===== src/rtl/sdram_a_ref.sv =====
// rtl/sdram_a_ref.sv - SDRAM auto-refresh sequencer: interval timer, arbiter request, PRECHARGE + AUTO_REFRESH burst
module sdram_a_ref #(
    parameter int CNT_REF_MAX = 750,
    parameter int TRP_CLK     = 2,
    parameter int TRFC_CLK    = 7,
    parameter int AREF_TIMES  = 2
) (
    input  logic        sys_clk,
    input  logic        sys_rst,
    input  logic        init_end,
    input  logic        aref_en,
    output logic        aref_req,
    output logic [3:0]  aref_cmd,
    output logic [1:0]  aref_ba,
    output logic [12:0] aref_addr,
    output logic        aref_end
);

    localparam int REF_W   = $clog2(CNT_REF_MAX);
    localparam int CLK_MAX = (TRFC_CLK > TRP_CLK) ? TRFC_CLK : TRP_CLK;
    localparam int CLK_W   = $clog2(CLK_MAX) + 1;
    localparam int AR_W    = $clog2(AREF_TIMES + 1);

    localparam logic [REF_W-1:0] REF_LAST  = REF_W'(CNT_REF_MAX - 1);
    localparam logic [CLK_W-1:0] TRP_LAST  = CLK_W'(TRP_CLK - 1);
    localparam logic [CLK_W-1:0] TRFC_LAST = CLK_W'(TRFC_CLK - 1);
    localparam logic [AR_W-1:0]  AR_TOTAL  = AR_W'(AREF_TIMES);

    // {cs#, ras#, cas#, we#}
    localparam logic [3:0]  CMD_NOP  = 4'b0111;
    localparam logic [3:0]  CMD_PCHA = 4'b0010;
    localparam logic [3:0]  CMD_AREF = 4'b0001;
    localparam logic [1:0]  BA_IDLE  = 2'b11;
    localparam logic [12:0] ADDR_ALL = 13'h1fff;   // A10=1 selects all banks on PRECHARGE

    typedef enum logic [2:0] {
        AREF_IDLE = 3'd0,
        AREF_PCHA = 3'd1,
        AREF_TRP  = 3'd2,
        AREF_AR   = 3'd3,
        AREF_TRFC = 3'd4,
        AREF_END  = 3'd5
    } state_t;

    state_t             state_q;
    logic [CLK_W-1:0]   cnt_clk_q;
    logic [AR_W-1:0]    cnt_ar_q;
    logic [REF_W-1:0]   cnt_ref_q, cnt_ref_d;
    logic               aref_req_q, aref_req_d;
    logic [3:0]         aref_cmd_q;
    logic [1:0]         aref_ba_q;
    logic [12:0]        aref_addr_q;
    logic               aref_end_q;
    logic               ref_hit;
    logic               leave_idle;

    assign ref_hit    = init_end && (cnt_ref_q == REF_LAST);
    assign leave_idle = (state_q == AREF_IDLE) && aref_en && aref_req_q;

    // Free-running refresh interval timer and request flag; a new interval tick beats a grant on the same edge
    always_comb begin
        cnt_ref_d  = cnt_ref_q;
        aref_req_d = aref_req_q;
        if (!init_end) begin
            cnt_ref_d  = '0;
            aref_req_d = 1'b0;
        end else begin
            cnt_ref_d = (cnt_ref_q == REF_LAST) ? '0 : cnt_ref_q + 1'b1;
            if (ref_hit) begin
                aref_req_d = 1'b1;
            end else if (leave_idle) begin
                aref_req_d = 1'b0;
            end
        end
    end

    // Timer and request registers
    always_ff @(posedge sys_clk or posedge sys_rst) begin
        if (sys_rst) begin
            cnt_ref_q  <= '0;
            aref_req_q <= 1'b0;
        end else begin
            cnt_ref_q  <= cnt_ref_d;
            aref_req_q <= aref_req_d;
        end
    end

    // Refresh sequence FSM; pin outputs are registered from the current state and so trail it by one cycle
    always_ff @(posedge sys_clk or posedge sys_rst) begin
        if (sys_rst) begin
            state_q     <= AREF_IDLE;
            cnt_clk_q   <= '0;
            cnt_ar_q    <= '0;
            aref_cmd_q  <= CMD_NOP;
            aref_ba_q   <= BA_IDLE;
            aref_addr_q <= ADDR_ALL;
            aref_end_q  <= 1'b0;
        end else begin
            cnt_clk_q <= '0;
            case (state_q)
                AREF_IDLE: begin
                    cnt_ar_q <= '0;
                    if (aref_en && aref_req_q) begin
                        state_q <= AREF_PCHA;
                    end
                end
                AREF_PCHA: begin
                    state_q <= AREF_TRP;
                end
                AREF_TRP: begin
                    if (cnt_clk_q == TRP_LAST) begin
                        state_q <= AREF_AR;
                    end else begin
                        cnt_clk_q <= cnt_clk_q + 1'b1;
                    end
                end
                AREF_AR: begin
                    cnt_ar_q <= cnt_ar_q + 1'b1;
                    state_q  <= AREF_TRFC;
                end
                AREF_TRFC: begin
                    if (cnt_clk_q == TRFC_LAST) begin
                        state_q <= (cnt_ar_q < AR_TOTAL) ? AREF_AR : AREF_END;
                    end else begin
                        cnt_clk_q <= cnt_clk_q + 1'b1;
                    end
                end
                AREF_END: begin
                    state_q <= AREF_IDLE;
                end
                default: begin
                    state_q  <= AREF_IDLE;
                    cnt_ar_q <= '0;
                end
            endcase

            aref_cmd_q  <= CMD_NOP;
            aref_ba_q   <= BA_IDLE;
            aref_addr_q <= ADDR_ALL;
            aref_end_q  <= 1'b0;
            case (state_q)
                AREF_PCHA: aref_cmd_q <= CMD_PCHA;
                AREF_AR:   aref_cmd_q <= CMD_AREF;
                AREF_END:  aref_end_q <= 1'b1;
                default:   ;
            endcase
        end
    end

    assign aref_req  = aref_req_q;
    assign aref_cmd  = aref_cmd_q;
    assign aref_ba   = aref_ba_q;
    assign aref_addr = aref_addr_q;
    assign aref_end  = aref_end_q;

endmodule


===== config.mk =====
export PLATFORM = sky130hd
export DESIGN_NAME = sdram_a_ref
export DESIGN_NICKNAME = d
export VERILOG_FILES = /design/src/rtl/sdram_a_ref.sv
export SDC_FILE = /design/constraint.sdc
export NUM_CORES = 1
export LEC_CHECK = 0
export BUFFER_PORTS_ARGS = -buffer_cell sky130_fd_sc_hd__buf_2
export CAP_MARGIN = 20
export CORE_AREA = 2 2 51 53
export CTS_CLUSTER_SIZE = 25
export DETAILED_ROUTE_END_ITERATION = 8
export DIE_AREA = 0 0 53 55
export PLACE_DENSITY = 0.79
export SKIP_LAST_GASP = 1
export SLEW_MARGIN = 25
export SYNTH_ARGS = -nofsm -noshare
export SYNTH_HDL_FRONTEND = slang
export SYNTH_SLANG_ARGS = --single-unit
export TNS_END_PERCENT = 100

===== constraint.sdc =====
create_clock -name sys_clk -period 3.2 [get_ports sys_clk]
set_clock_uncertainty 0.15 [all_clocks]
set_input_delay 0.48 -clock sys_clk [delete_from_list [all_inputs] [get_ports sys_clk]]
set_output_delay 0.48 -clock sys_clk [all_outputs]
set_load 0.05 [all_outputs]

==> qor.yml, run 1 <==
critical_path:
  cp.arrival_ns: 1.14
  worstSetupEndpointType: "primary output"
  start_kind: "flop"
  required_ns: 2.57
  slowest_delay_ns: 0.55
  path_cells: "buf_2"
  critPathBufInv: 1
  crit_type: "flop to primary output"
  critPathSlowestCell: "dfstp_2"
  path_max_fanout: 1
  path_delay_family: "flip-flops"
global_route:
  first_global_vias: 964
  overflow: 0
  antenna_found_initial: 0
  grt.total_usage_pct: 20.7
  grt_max_degree: 25
  grt_pass1_wl_um: 4320
power:
  vdd_ir_drop_max_mv: 0.441
  cellLeakagePower_nw: 0.591
  powerDensity_nw_per_um2: 701
timing:
  finalWorstSetupSlack_ns: 1.43
  rsz0062_at_grt: "false"
  slew_headroom_pct: 44.6
  layout_min_cycle_time_ns: 1.77
  hold_violations: 0
  final.period_utilization_pct: 55.3
  fin_tns_setup_ns: 0
  tightest_slew_ns: 0.826
  setup_viol_count_final: 0
  max_freq_mhz: 565
  finalMaxSlewViolations: 0
drt:
  drt_iter0_drc: 19
  routed_via_density: 5.57
  ant_nets: 0
  met1_length_um: 965
  post-route-drc-count: 0
  dr.max_layer_used: "met4"
  via_count: 975
  wl_met3_um: 111
  drt-pass1-iter-count: 4
  drt_wl_total_um: 2480
  wire_per_inst_um: 14.2
  wl_met2_um: 1370
clock_network:
  cts_made_buffers: 3
  cts_tree: "built"
  clk-insertion-delay-late_ns: 0.33
  cts_hold_buf: 0
  cts_resized: 0
  clock_sinks: 24
  cts_buffer_depth: 2
  cts-root-buf: "clkbuf_4"
  clk_pin_slew_ns: 0.15
  post_cts_buffers: 0
  htree_levels: 1
hold_path:
  hold_class: "input pin to async pin"
floorplan:
  start_util_pct: 55.9
  core-area_um2: 2360
  ioPinCount: 25
  die_h_um: 55
  die-width_um: 53
  dieArea_um2: 2920
  fp-row-count: 18
synth:
  synth_edf_count: 0
  synth_cell_types: 45
  synth_cells: 137
  ys_async_sr_fraction_pct: 100
  yosysSeqAreaShare_pct: 45.7
  ys_ff_latch: 24
  synthFlopType: "dfrtp_1"
  syn-cell-area_um2: 1320
  ys_warn_count: 0
  avgSynthCellArea_um2: 9.64
placed_design:
  gp_congestion: 0.863
  dp_hpwl_um: 1710
  io_buffers: 8
  place_ws_ns: 1.48
finish:
  antenna_cells: 0
  area_delta_synth_final_pct: 4.07
  layout-drive-gt1-share_pct: 13.8
  nets: 152
status:
  outcome: "finished clean"
run:
  maxCapViolations: 0
==> cell usage after synthesis, types with 2 or more instances <==
cell / count / area share, %
a31oi_1: 2 / 0.95
dfstp_2: 3 / 6.0
nand2_1: 6 / 1.7
nand3b_1: 3 / 1.7
conb_1: 2 / 0.57
a311oi_1: 2 / 1.3
buf_4: 16 / 9.1
inv_1: 8 / 2.3
nand3_1: 5 / 1.9
nor2_1: 16 / 4.5
dfrtp_1: 21 / 40
nand2b_1: 4 / 1.9
xor2_1: 4 / 2.7
o21ai_1: 4 / 1.5
a21oi_1: 6 / 2.3
ha_1: 2 / 1.9
a211oi_1: 2 / 1.1
nand4_1: 3 / 1.4
or3_1: 2 / 0.95
==> report_power, final <==
part	total, mW	internal, mW	leakage (nW)	switching, mW
combinational	0.295	0.0905	0.246	0.205
sequential	0.443	0.364	0.317	0.0795
clock	0.226	0.127	0.0279	0.0989
total	0.964	0.581	0.591	0.383
==> metal layers <==
layer | up-vias | global-route usage [%]
met5 | - | 0
met3 | 8 | 5.91
li1 | 465 | -
met4 | 0 | 5.13
met1 | 475 | 21.7
met2 | 27 | 40.6
==> cell usage in the layout, fill, tap and decap left out, types with 2 or more instances in the layout <==
cell / n
nand2_1: 6
o21ai_1: 4
clkbuf_4: 3
conb_1: 16
dfrtp_1: 21
xor2_1: 4
nand4_1: 3
buf_2: 8
a21oi_1: 6
a311oi_1: 2
ha_1: 2
or3_1: 2
dfstp_2: 3
nand3_1: 5
nor2_1: 16
inv_1: 7
nand3b_1: 3
nand2b_1: 4
a211oi_1: 2
a31oi_1: 2
==> flip-flops by register name (all words and copies together), names as in the netlist <==
register,cells
cnt_ref_q,10
aref_cmd,3
cnt_clk_q,4
state_q,3
aref_req,1
cnt_ar_q,2
aref_end,1
==> through the flow <==
step                std cells  util (%)  hold WS (ns)  area, µm²  power, mW
finish                    175      58.1        0.0271       1380      0.964
detailed placement        171      55.9         0.391       1320      0.744
floorplan                 151         -         0.273       1370      0.700
global placement          171      55.9         0.388       1320      0.726
global route              175      58.1        0.0886       1380       1.02
CTS                       175      58.1         0.193       1380      0.967
==> kinds of logic after synthesis <==
kind of cell               Yosys count  synth area share (%)
adders and majority gates            2                  1.89
AOI/OAI and AO/OA                   28                  15.0
buffers and inverters               27                  12.3
other                                2                 0.568
DFF                                 24                  45.7
and+or+nand+nor                     48                  20.5
muxes                                1                 0.758
xor gates and xnor gates             5                  3.31
==> layout make-up <==
class                   instances  area, µm²
inverters                       9       33.8
fillers                       201        990
repair buffers                  8       40.0
clock buffers                   3       22.5
multi-input cells             100        607
clock inverters                 1       30.0
flip-flops and latches         24        604
well taps                      30       37.5
==> path summary, 6_finish.rpt <==
check,start,to,slack (ns),cells after the start
setup / recovery,aref_cmd[0]$_DFF_PP1_,aref_cmd[0],1.43,1
hold / removal,sys_rst,state_q[1]$_DFFE_PP0P_,0.03,2
setup reg to reg,cnt_ref_q[0]$_DFF_PP0_,cnt_ref_q[5]$_DFF_PP0_,1.44,5
hold reg to reg,aref_req$_DFFE_PP0P_,aref_req$_DFFE_PP0P_,0.41,2
max in group asynchronous,sys_rst,cnt_ref_q[1]$_DFF_PP0_,2.46,2
min in group sys_clk,init_end,cnt_ref_q[6]$_DFF_PP0_,0.27,2
Power figures use the tool's default switching activity.
==> run 2: changes to the inputs <==
Settings changed: CORE_AREA 2 2 51 53 to 2 2 53 55, DIE_AREA 0 0 53 55 to 0 0 55 57, PLACE_DENSITY 0.79 to 0.73.
Clock period 3.2 ns to 1.8 ns, I/O delays scaled along.
==> run 2 against run 1 <==
  * Sequential share of layout area decreased by 0.53 points
  * Cell count increased by 2.9%
  * Die area increased by 7.5%
  * Highest routed layer unchanged
  * Largest power group unchanged
  * First-iteration DRC count increased by 21%
  * Power increased by 67%
  * Critical endpoint is now cnt_ref_q[5]$_DFF_PP0_
  * Flip-flop and latch count unchanged
  * Non-clock buffer count increased by 4
  * Final area increased by 1.6%
==> qor.yml, run 2 (synthesis results as in run 1) <==
drt:
  ant_nets: 0
  via_count: 945
  drt_wl_total_um: 2290
  drt_iter0_drc: 23
  drt-pass1-iter-count: 4
  wire_per_inst_um: 12.7
  post-route-drc-count: 0
  routed_via_density: 5.25
placed_design:
  io_buffers: 8
  dp_hpwl_um: 1690
  gp_congestion: 0.817
  placed_cell_area_um2: 1330
floorplan:
  die_h_um: 57
  start_util_pct: 50.5
  fp-row-count: 19
  dieArea_um2: 3140
  die-width_um: 55
  core-area_um2: 2620
  ioPinCount: 25
critical_path:
  slowest_delay_ns: 0.46
  r2r_slack_ns: 0.05
  crit_type: "flop to flop"
  cp.arrival_ns: 1.81
  critPathSlowestCell: "dfrtp_2"
  reg2reg_to: "cnt_ref_q[5]$_DFF_PP0_"
  path_max_fanout: 6
  rr_worst_depth: 6
  required_ns: 1.86
  worstSetupEndpointType: "flop"
  start_kind: "flop"
  r2r_start: "cnt_ref_q[1]$_DFF_PP0_"
  path_cells: "inv_2, ha_2, nand4_1, or3_4, o21ai_4, nor2_1"
clock_network:
  htree_levels: 1
  cts-root-buf: "clkbuf_4"
  cts_tree: "built"
  clk-insertion-delay-late_ns: 0.31
  cts_buffer_depth: 2
  clock_sinks: 24
  cts_made_buffers: 3
  clk_pin_slew_ns: 0.13
global_route:
  grt_pass1_wl_um: 3800
  grt_max_degree: 18
  overflow: 0
  first_global_vias: 903
  grt.total_usage_pct: 16.5
  antenna_found_initial: 0
finish:
  largest_register: "cnt_ref_q"
  nets: 156
  final_cell_area_um2: 1400
  fill_cells: 229
  antenna_cells: 0
  final_common_cell: "dfrtp_1"
  top_regs: "cnt_ref_q: 10 flops, cnt_clk_q: 4 flops"
  largest_reg_flops: 10
  area_delta_synth_final_pct: 5.78
  layout-drive-gt1-share_pct: 18.1
  mostFrequentLayoutCells: "dfrtp_1, nor2_1, conb_1"
power:
  sequentialPowerShare_pct: 49.0
  intPower_mw: 0.941
  vdd_ir_drop_max_mv: 0.738
  power_switching_mw: 0.666
  combinationalPowerShare_pct: 33.6
  cellLeakagePower_nw: 0.603
  powerDensity_nw_per_um2: 1150
  power_frac_clock_pct: 17.4
  swShare_pct: 41.4
hold_path:
  hold_class: "input pin to flop"
  hold_end: "cnt_ref_q[6]$_DFF_PP0_"
  hold_depth: 2
  min_from: "init_end"
timing:
  max_freq_mhz: 570
  layout_min_cycle_time_ns: 1.75
  finalMaxSlewViolations: 0
  final.period_utilization_pct: 97.5
  setup_viol_count_final: 0
  hold_violations: 0
  fin_tns_setup_ns: 0
status:
  outcome: "finished clean"
run:
  maxCapViolations: 0
## run 2: power groups by stage
stage / sequential [mW] / combinational (mW) / clock (mW)
2_1_floorplan: 0.832 / 0.413 / 0
3_3_place_gp: 0.791 / 0.504 / 0
3_5_place_dp: 0.795 / 0.528 / 0
4_1_cts: 0.784 / 0.531 / 0.291
5_1_grt: 0.806 / 0.591 / 0.317
6_report: 0.787 / 0.540 / 0.280
## run 2: worst max path at each step
| stage | startpoint | to | slack (ns) | cells after the start |
|---|---|---|---|---|
| CTS | cnt_ref_q[1]$_DFF_PP0_ | cnt_ref_q[4]$_DFF_PP0_ | 0.08 | 6 |
| global placement | cnt_ref_q[1]$_DFF_PP0_ | cnt_ref_q[5]$_DFF_PP0_ | 0.15 | 6 |
| detailed placement | cnt_ref_q[1]$_DFF_PP0_ | cnt_ref_q[4]$_DFF_PP0_ | 0.1 | 6 |
| floorplan | cnt_ref_q[1]$_DFF_PP0_ | cnt_ref_q[2]$_DFF_PP0_ | 0.21 | 6 |
| global route | cnt_ref_q[1]$_DFF_PP0_ | cnt_ref_q[5]$_DFF_PP0_ | -0.03 | 6 |
| finish | cnt_ref_q[1]$_DFF_PP0_ | cnt_ref_q[5]$_DFF_PP0_ | 0.05 | 6 |
## run 2: what timing repair did
action,4_1_cts,5_1_grt
buffers inserted,0,2
resized for setup,0,4
hold endpoints to repair,7,0
endpoints found under the setup margin,0,6
hold buffers,1,0
## run 2: area by class of cell
class | instances | area, µm² | area share (%)
flip-flops and latches | 24 | 607 | 43.4
well taps | 31 | 38.8 | 2.78
multi-input cells | 100 | 609 | 43.6
clock buffers | 4 | 36.3 | 2.60
repair buffers | 12 | 72.6 | 5.19
inverters | 9 | 33.8 | 2.42
## run 2: stage by stage
step / hold slack, ns / total power [mW] / util, % / instances / setup WS (ns)
5_1_grt: 0.0543 / 1.71 / 53.4 / 180 / -0.0346
4_1_cts: 0.0497 / 1.61 / 52.7 / 178 / 0.0817
3_3_place_gp: 0.0596 / 1.30 / 50.9 / 173 / 0.145
3_5_place_dp: 0.0654 / 1.32 / 50.9 / 173 / 0.0957
2_1_floorplan: 0.132 / 1.24 / - / 151 / 0.212
6_report: 0.0644 / 1.61 / 53.4 / 180 / 0.0451
## run 2: layer usage
metal | up-vias | track usage, % | wire length [µm]
li1 | 468 | - | -
met1 | 453 | 19.5 | 935
met2 | 18 | 27.4 | 1230
met3 | 6 | 3.14 | 67
met4 | 0 | 8.71 | 49
met5 | - | 0 | 0
## run 2: critical path: cells and delay by family (launching register included)
kind                     cells  cell delay (ns)
adder cells (fa/ha/maj)      1             0.14
buffers and inverters        1             0.06
AO/OA/AOI/OAI                1             0.23
flip-flops                   1             0.46
AND/OR/NAND/NOR              3             0.62
